File: src/rtl/led_pkg.sv
// Shared mode encoding, bounce direction and per-mode initial LED patterns for led_pattern_gen.
package led_pkg;

   typedef enum logic [1:0] {
      MODE_BLINK  = 2'b00,
      MODE_CHASE  = 2'b01,
      MODE_BOUNCE = 2'b10,
      MODE_COUNT  = 2'b11
   } mode_e;

   typedef enum logic {
      DirLeft,
      DirRight
   } dir_e;

   // Returns the pattern for a freshly entered mode, masked to the low n LEDs.
   function automatic logic [31:0] init_pattern(input mode_e m, input int unsigned n);
      logic [31:0] mask;
      logic [31:0] pat;
      mask = '0;
      for (int unsigned i = 0; i < 32; i++) begin
         if (i < n) mask[i] = 1'b1;
      end
      case (m)
         MODE_BLINK:  pat = 32'h5555_5555;
         MODE_CHASE:  pat = 32'h0000_0001;
         MODE_BOUNCE: pat = 32'h0000_0001;
         default:     pat = 32'h0000_0000;
      endcase
      return pat & mask;
   endfunction

endpackage

File: src/rtl/led_prescaler.sv
// Programmable prescaler: divisor register plus wrap counter emitting a one-cycle step strobe.
module led_prescaler
   import led_pkg::*;
#(
   parameter int unsigned DIV_WIDTH   = 26,
   parameter int unsigned DEFAULT_DIV = 25000000
) (
   input  logic                 clk_i,
   input  logic                 rst_ni,
   input  logic                 enable_i,
   input  logic                 clear_i,
   input  logic                 load_i,
   input  logic [DIV_WIDTH-1:0] load_value_i,
   output logic                 step_o
);

   logic [DIV_WIDTH-1:0] cnt_q, cnt_d;
   logic [DIV_WIDTH-1:0] div_q, div_d;
   logic [DIV_WIDTH-1:0] div_eff;
   logic                 at_wrap;

   // A zero divisor behaves as one so the counter always has a reachable terminal value.
   assign div_eff = (div_q == '0) ? DIV_WIDTH'(1) : div_q;
   assign at_wrap = (cnt_q == (div_eff - DIV_WIDTH'(1)));
   assign step_o  = enable_i & ~clear_i & at_wrap;

   always_comb begin
      cnt_d = cnt_q;
      div_d = div_q;
      if (load_i) div_d = load_value_i;
      if (clear_i) begin
         cnt_d = '0;
      end else if (enable_i) begin
         cnt_d = at_wrap ? '0 : cnt_q + DIV_WIDTH'(1);
      end
   end

   always_ff @(posedge clk_i or negedge rst_ni) begin
      if (!rst_ni) begin
         cnt_q <= '0;
         div_q <= DIV_WIDTH'(DEFAULT_DIV);
      end else begin
         cnt_q <= cnt_d;
         div_q <= div_d;
      end
   end

endmodule

File: src/rtl/led_pattern_gen.sv
// LEDG pattern generator: blink, chase, bounce and binary count, stepped by led_prescaler.
module led_pattern_gen
   import led_pkg::*;
#(
   parameter int unsigned N_LEDS      = 8,
   parameter int unsigned DIV_WIDTH   = 26,
   parameter int unsigned DEFAULT_DIV = 25000000
) (
   input  logic                 CLOCK_50,
   input  logic                 RST_N,
   input  logic                 enable,
   input  logic [1:0]           mode,
   input  logic                 div_load,
   input  logic [DIV_WIDTH-1:0] div_value,
   output logic [N_LEDS-1:0]    LEDG,
   output logic                 tick
);

   localparam logic [31:0] RstPattern = init_pattern(MODE_BLINK, N_LEDS);

   mode_e             mode_q, mode_d, mode_new;
   dir_e              dir_q, dir_d;
   logic [N_LEDS-1:0] led_d;
   logic              tick_d;
   logic              mode_chg;
   logic              step;
   logic [31:0]       init_new;

   assign mode_new = mode_e'(mode);
   assign mode_chg = (mode_new != mode_q);
   assign init_new = init_pattern(mode_new, N_LEDS);

   led_prescaler #(
      .DIV_WIDTH   (DIV_WIDTH),
      .DEFAULT_DIV (DEFAULT_DIV)
   ) u_prescaler (
      .clk_i        (CLOCK_50),
      .rst_ni       (RST_N),
      .enable_i     (enable),
      .clear_i      (mode_chg | div_load),
      .load_i       (div_load),
      .load_value_i (div_value),
      .step_o       (step)
   );

   always_comb begin
      mode_d = mode_q;
      dir_d  = dir_q;
      led_d  = LEDG;
      tick_d = 1'b0;
      if (mode_chg) begin
         mode_d = mode_new;
         dir_d  = DirLeft;
         led_d  = init_new[N_LEDS-1:0];
      end else if (step) begin
         tick_d = 1'b1;
         case (mode_q)
            MODE_BLINK: led_d = ~LEDG;
            MODE_CHASE: led_d = {LEDG[N_LEDS-2:0], LEDG[N_LEDS-1]};
            MODE_BOUNCE: begin
               // Reflect off the end LEDs so neither end is lit for two steps.
               if (dir_q == DirLeft) begin
                  if (LEDG[N_LEDS-1]) begin
                     led_d = N_LEDS'(1) << (N_LEDS - 2);
                     dir_d = DirRight;
                  end else begin
                     led_d = LEDG << 1;
                  end
               end else begin
                  if (LEDG[0]) begin
                     led_d = N_LEDS'(2);
                     dir_d = DirLeft;
                  end else begin
                     led_d = LEDG >> 1;
                  end
               end
            end
            default: led_d = LEDG + N_LEDS'(1);
         endcase
      end
   end

   always_ff @(posedge CLOCK_50 or negedge RST_N) begin
      if (!RST_N) begin
         mode_q <= MODE_BLINK;
         dir_q  <= DirLeft;
         LEDG   <= RstPattern[N_LEDS-1:0];
         tick   <= 1'b0;
      end else begin
         mode_q <= mode_d;
         dir_q  <= dir_d;
         LEDG   <= led_d;
         tick   <= tick_d;
      end
   end

endmodule

File: config.mk
export PLATFORM = sky130hd
export DESIGN_NAME = led_pattern_gen
export DESIGN_NICKNAME = d
export VERILOG_FILES = /design/src/rtl/led_pkg.sv /design/src/rtl/led_prescaler.sv /design/src/rtl/led_pattern_gen.sv
export SDC_FILE = /design/constraint.sdc
export NUM_CORES = 1
export LEC_CHECK = 0
export CORE_UTILIZATION = 50
export CTS_CLUSTER_DIAMETER = 30
export CTS_CLUSTER_SIZE = 10
export DETAILED_ROUTE_END_ITERATION = 7
export PLACE_DENSITY = 0.78
export SYNTH_ARGS = -nofsm -noshare
export SYNTH_HDL_FRONTEND = slang
export SYNTH_SLANG_ARGS = --single-unit
File: constraint.sdc
create_clock -name CLOCK_50 -period 7.4 [get_ports CLOCK_50]
set_clock_uncertainty 0.15 [all_clocks]
set_input_delay 2.22 -clock CLOCK_50 [delete_from_list [all_inputs] [get_ports CLOCK_50]]
set_output_delay 2.22 -clock CLOCK_50 [all_outputs]
set_load 0.005 [all_outputs]
==> results of run 1 <==
[worst max-delay path: stages, from the launching register on]
cell and delay, ps:
dfrtp_1 450, or4_1 730, or4_4 630, nor3_1 310, a21oi_1 130, ha_1 260, nor3b_1 220, or2_2 310
a2111oi_0 410, a211oi_1 120, or4_1 510, or4_4 580, nor2_1 210, a211oi_1 100
[synth_stat cells (all sizes together), types with 5 or more instances]
master	count	share of area [%]
nand2	50	4.1
dfrtp	48	26
o21ai	35	4.1
nand3	31	3.4
nor2	31	2.5
clkbuf	30	2.5
mux2	26	6.4
xnor2	26	5.0
and3	20	2.7
a21oi	18	2.0
dfstp	16	9.2
nor3	16	1.7
xor2	15	2.9
inv	14	1.1
nor4	10	1.7
or4	10	1.8
o311ai	9	2.1
a31oi	8	1.1
buf	7	0.76
nand4	7	0.95
or3	7	0.95
a211oi	6	0.98
nand3b	6	0.98
o211ai	6	0.98
a21o	5	0.82
and2	5	0.68
or2	5	0.68
[sequential cells by signal, summed over array words and instances, names as in the netlist]
signal	count
u_prescaler.cnt_q	26
u_prescaler.div_q	26
LEDG	8
mode_q	2
dir_q	1
tick	1
[power by group through the flow]
stage	clock network, W	registers (W)	logic [W]
5_1_grt	0.000354	0.000419	0.000162
2_1_floorplan	0	0.000401	0.000106
6_report	0.000330	0.000415	0.000148
3_3_place_gp	0	0.000418	0.000141
3_5_place_dp	0	0.000420	0.000146
4_1_cts	0.000338	0.000414	0.000147
[cells by family (layout without fill, tap and decap cells)]
family	Yosys count	in the layout
simple gates	215	215
compound gates	122	122
flops	64	64
buf+inv	51	74
xor+xnor	41	41
mux	29	29
fa+ha+maj	4	4
[layout make-up]
type	instances	area [um2]
clock inverters	6	85.1
well taps	108	135
repair buffers	44	425
clock buffers	10	128
fillers	762	3590
multi-input cells	411	2770
flip-flops and latches	64	1620
inverters	14	52.6
[cells in the final DEF, fill, tap and decap left out, types with 15 or more instances in the layout]
cell type,n
a21oi_1,17
mux2_2,26
xnor2_1,26
clkdlybuf4s50_1,39
nor2_1,31
o21ai_0,33
dfrtp_1,48
nor3_1,15
nand3_1,31
xor2_1,15
nand2_1,50
dfstp_2,16
and3_1,20
[metal layers]
| layer | global-route usage, % | up-vias | share of wire [%] |
|---|---|---|---|
| li1 | - | 1989 | - |
| met1 | 32.2 | 1988 | 42 |
| met2 | 40.1 | 175 | 48 |
| met3 | 4.80 | 28 | 7.1 |
| met4 | 11.9 | 0 | 2.8 |
| met5 | 0 | - | 0 |
[worst paths after layout]
kind / from / endpoint / slack (ps) / cells after the start
worst min-delay path: u_prescaler.cnt_q[1] / u_prescaler.cnt_q[1] / 460 / 1
worst min register to register: u_prescaler.cnt_q[1] / u_prescaler.cnt_q[1] / 460 / 1
min in group asynchronous: RST_N / u_prescaler.div_q[3] / 1900 / 2
worst max-delay path: u_prescaler.div_q[15] / LEDG[7] / 2170 / 13
worst max register to register: u_prescaler.div_q[15] / LEDG[7] / 2170 / 13
max in group asynchronous: RST_N / u_prescaler.div_q[15] / 4670 / 2
[per-stage QoR]
| step | hold WS, ps | std cells | area, um2 |
|---|---|---|---|
| final | 455 | 657 | 5220 |
| after global routing | 467 | 657 | 5220 |
| after CTS | 449 | 657 | 5220 |
| after detailed placement | 432 | 641 | 5010 |
| after global placement | 414 | 641 | 5010 |
| after floorplan | 361 | 526 | 4590 |
==> summary.txt, run 1 <==
Clock network
  • CTS tree: built
  • Post-CTS Resized: 0
  • Clk root buf: clkbuf_8
  • H-tree levels: 3
  • TritonCTS Buffers: 9
  • Post-CTS setup buffer count: 0
  • Hold buffer count at cts: 0
  • Clock Latency Late Sink: roughly 350 ps
  • Clk buf depth: 2
  • Sinks on the clock net: 64
  • Clock transition at the registers of the reported paths: ~80 ps

Floorplan
  • Initial core utilization: 52.1%
  • Die H: 97.8 um
  • Die width: 97.8 um
  • Site Rows: 34
  • I/O pin cnt: 41
  • Total die area: approximately 0.0096 mm2
  • Core Area: approximately 0.0088 mm2

Synth
  • Top FF cell, synth: dfrtp_1
  • Synthesized netlist cell count: 526
  • Multiplexer share of the synthesized area: between 7 and 8%
  • Synthesized area: 0.00459 mm2
  • Mapped Nets: 562
  • Complex-gate fraction of the synthesized area: 19.0%
  • Post-synthesis simple-gate area fraction: 25.1%
  • Syn Area/Cell: 8.73 um2
  • Asr flop ratio synth: between 90% and 100%
  • Library cells used by synthesis: 70
  • Post-synth EDFFs: 0
  • Count of state elements after synthesis: 64
  • Adder-cell share of the synthesized area: 1.09%
  • Sequential share of the synthesized area: between 30% and 40%
  • YS warnings: 0
  • Largest family of logic cells by synthesized area: simple AND/OR/NAND/NOR gates
  • Xor and xnor fraction of the mapped netlist area: between 7 and 8%

Global routing
  • Overflow left after global routing: 0
  • First-pass GRT wire length: 19.0 mm
  • Largest net degree at the start of global routing: 65
  • Number of global-route vias before repair: 3,908
  • Initial antenna violation count: 0
  • Global Route Usage Sum: 24.8%

Timing
  • RSZ-0062 raised after global routing: no
  • Fin. Hold Viols: 0
  • Worst slew pin tran: 1060 ps
  • Slew Viols, Final: 0
  • Final setup viols: 0
  • Fmax: 0.191 GHz
  • Tcrit/Tclk final: 70.7%
  • Crit path setup slack, layout: 2170 ps
  • Slew headroom: 29.6%
  • Setup_tns: 0 ps
  • Minimum clock period: about 5200 ps

Detailed routing
  • Routed wire length: 11.5 mm
  • Vias: 4,180
  • Post-route ant nets: 0
  • # DRC: 2
  • DRT iter0 DRCs: 239
  • Routed len/inst: 17.5 um
  • DR vias/cell: around 6.4
  • TritonRoute pass-1 iters: 7

Pwr
  • Pwr Density: between 150 and 200 mW/mm2
  • Total power: 0.000893 W
  • Static leakage: approximately 2.0 nW
  • Sequential Power Share: 46.5%
  • Logic pwr share: 16.5%
  • Internal power: between 0.0006 and 0.0007 W
  • Sw Share: 28.5%
  • Clock network fraction of total power: 37.0%
  • NetSw: 0.000255 W
  • IR drop worst, VDD: 0.110 mV

Final layout
  • Fraction of layout cells with a size suffix above 1: between 10% and 20%
  • Layout Nets: 580
  • Ant. Diodes: 0
  • Core Util, Final: between 50% and 60%
  • Area Overhead vs Synth: 13.7%

Setup path
  • Arrival @ worst endpoint: 5310 ps
  • Critical path endpoint category: flop
  • CP required: around 7500 ps
  • Startpoint types: flop
  • Worst Path Max Fanout: 10
  • WS Path Type: reg -> reg

Placed design
  • DP Worst Slack: about 2200 ps
  • Routability congestion estimate: 0.926
  • Input/output buffers: 40
  • DP Wirelength: between 8 and 9 mm

Run
  • Max_cap viols: 0

Worst hold path
  • Hold Path Class: reg -> reg

Status
  • Status: finished with violations
  • Failing checks: design-rule violations
(Power assumes the default switching activity.)
==> inputs of run 2 (changes only) <==
Settings changed: PLACE_DENSITY 0.78 to 0.81.
Clock period 7.4 ns to 4.2 ns, I/O delays scaled along.
==> summary.txt, run 2 (synthesis results as in run 1) <==
Status
  • Status: finished with violations
  • Failing checks: design-rule violations, negative setup slack

Setup path
  • CP required: 4350 ps
  • Worst Reg-to-Reg Cells: 14
  • Worst Path Max Fanout: 5
  • Setup crit start: u_prescaler.div_q[19]
  • WS Path Type: reg -> reg
  • Startpoint types: flop
  • Arrival @ worst endpoint: 4450 ps
  • Crit path capture: LEDG[6]
  • R2R Setup Slk: -100 ps
  • Reg2reg end: LEDG[6]
  • Reg2Reg Launch Point: u_prescaler.div_q[19]
  • Critical path endpoint category: flop

Timing
  • Minimum clock period: approximately 4300 ps
  • Fmax: around 0.23 GHz
  • Final setup viols: 9
  • RSZ-0062 raised after global routing: yes
  • Crit path setup slack, layout: -101 ps
  • Slew Viols, Final: 0
  • Slew headroom: 31.5%
  • Tcrit/Tclk final: 102%
  • Fin. Hold Viols: 0
  • Worst slew pin tran: between 1000 and 1500 ps

Floorplan
  • Total die area: 0.00957 mm2
  • Core Area: between 0.008 and 0.009 mm2
  • Die H: 97.8 um
  • I/O pin cnt: 41
  • Die width: 97.8 um
  • Site Rows: 34
  • Initial core utilization: 52.1%

Global routing
  • Largest net degree at the start of global routing: 45
  • Initial antenna violation count: 0
  • Global Route Usage Sum: 27.5%
  • Overflow left after global routing: 0
  • First-pass GRT wire length: 21.3 mm
  • Number of global-route vias before repair: 4,451

Pwr
  • Total power: between 0.0015 and 0.002 W
  • Static leakage: 2.37 nW
  • Pwr Density: just under 300 mW/mm2
  • IR drop worst, VDD: approximately 0.19 mV

Run
  • Max_cap viols: 0

Placed design
  • Input/output buffers: 40
  • Routability congestion estimate: 0.910
  • DP Worst Slack: -231 ps
  • DP Wirelength: 9.01 mm

Final layout
  • Fraction of layout cells with a size suffix above 1: between 20% and 30%
  • Biggest regs: u_prescaler.cnt_q (26), u_prescaler.div_q (26), LEDG (8)
  • Layout Nets: 640
  • Area Overhead vs Synth: 29.6%
  • Filler Cells Inserted: 682
  • Ant. Diodes: 0
  • Most common cell after layout, fill and taps aside: buf_4
  • Most frequent cells in the layout: buf_4, nand2_1, dfrtp_1

Clock network
  • CTS tree: built
  • TritonCTS Buffers: 9
  • Clock transition at the registers of the reported paths: 80 ps
  • H-tree levels: 3
  • Clock Latency Late Sink: about 350 ps
  • Hold buffer count at cts: 0
  • Clk buf depth: 2
  • Sinks on the clock net: 64
  • Clk root buf: clkbuf_8

Detailed routing
  • # DRC: 6
  • Routed len/inst: 18.5 um
  • Routed wire length: about 13 mm
  • DRT iter0 DRCs: 398
  • DR vias/cell: 6.43
  • Post-route ant nets: 0
  • Vias: 4,607
  • TritonRoute pass-1 iters: 7

Worst hold path
  • Hold Path Class: reg -> reg
-- run 2: cell types whose count changed in the layout (fill, tap and decap cells not counted), sizes merged --
| cell | before | now |
|---|---|---|
| buf | 5 | 63 |
| and3 | 20 | 21 |
| bufinv | 2 | 3 |
| clkinv | 2 | 3 |
| clkinvlp | 2 | 1 |
-- run 2: critical path: stages, from the launching register on --
cell,delay [ps]
dfstp_2,380
or4_4,530
or4_4,520
nor3_4,220
a21oi_2,80
ha_2,200
nor3b_4,180
buf_4,140
nand4_1,120
mux2i_2,290
nand2_1,70
or4_1,460
or4_4,530
o21ai_4,210
o211a_1,180
-- run 2: area by class of cell --
| class | instances | area (um2) | share of cell area [%] |
|---|---|---|---|
| Multi-Input combinational cell | 412 | 2970 | 50.0 |
| Sequential cell | 64 | 1620 | 27.3 |
| Timing Repair Buffer | 103 | 922 | 15.5 |
| Tap cell | 108 | 135 | 2.27 |
| Clock buffer | 9 | 124 | 2.08 |
| Clock inverter | 7 | 120 | 2.02 |
| Inverter | 14 | 52.6 | 0.884 |
-- run 2: repair_timing --
item / 4_1_cts / 5_1_grt
gates cloned: 0 / 2
pin swaps: 7 / 15
setup endpoints to repair: 35 / 35
gates resized for setup: 6 / 33
setup buffers: 4 / 14
-- run 2: worst min path at each step --
| stage | depth (start not counted) | start | endpoint |
|---|---|---|---|
| detailed placement | 2 | u_prescaler.cnt_q[24] | u_prescaler.cnt_q[24] |
| floorplan | 1 | u_prescaler.div_q[25] | u_prescaler.div_q[25] |
| CTS | 2 | u_prescaler.cnt_q[24] | u_prescaler.cnt_q[24] |
| global route | 2 | u_prescaler.cnt_q[24] | u_prescaler.cnt_q[24] |
| global placement | 2 | u_prescaler.cnt_q[24] | u_prescaler.cnt_q[24] |
| finish | 2 | u_prescaler.cnt_q[24] | u_prescaler.cnt_q[24] |
-- run 2: per-layer routing --
| metal | GRT usage, % | vias to the layer above | wire, um |
|---|---|---|---|
| met1 | 36.8 | 2232 | 5550 |
| met3 | 5.08 | 31 | 940 |
| met5 | 0 | - | 0 |
| met4 | 10.5 | 0 | 303 |
| li1 | - | 2105 | - |
| met2 | 44.5 | 239 | 6450 |
-- run 2: stage by stage --
step / utilization, % / cells / cell area [um2] / hold WS [ps] / setup TNS (ps)
finish: 67.5 / 717 / 5950 / 433 / -573
global route: 67.5 / 717 / 5950 / 473 / -2230
CTS: 64.6 / 702 / 5690 / 432 / -368
detailed placement: 61.3 / 682 / 5400 / 414 / -3050
global placement: 61.3 / 682 / 5400 / 393 / -99.2
floorplan: - / 526 / 4660 / 361 / -109
-- run 2: power by group --
| group | total [W] | internal [W] | switching (W) |
|---|---|---|---|
| clock | 0.000659 | 0.000395 | 0.000264 |
| combinational | 0.000361 | 0.000178 | 0.000183 |
| sequential | 0.000710 | 0.000662 | 0.0000483 |
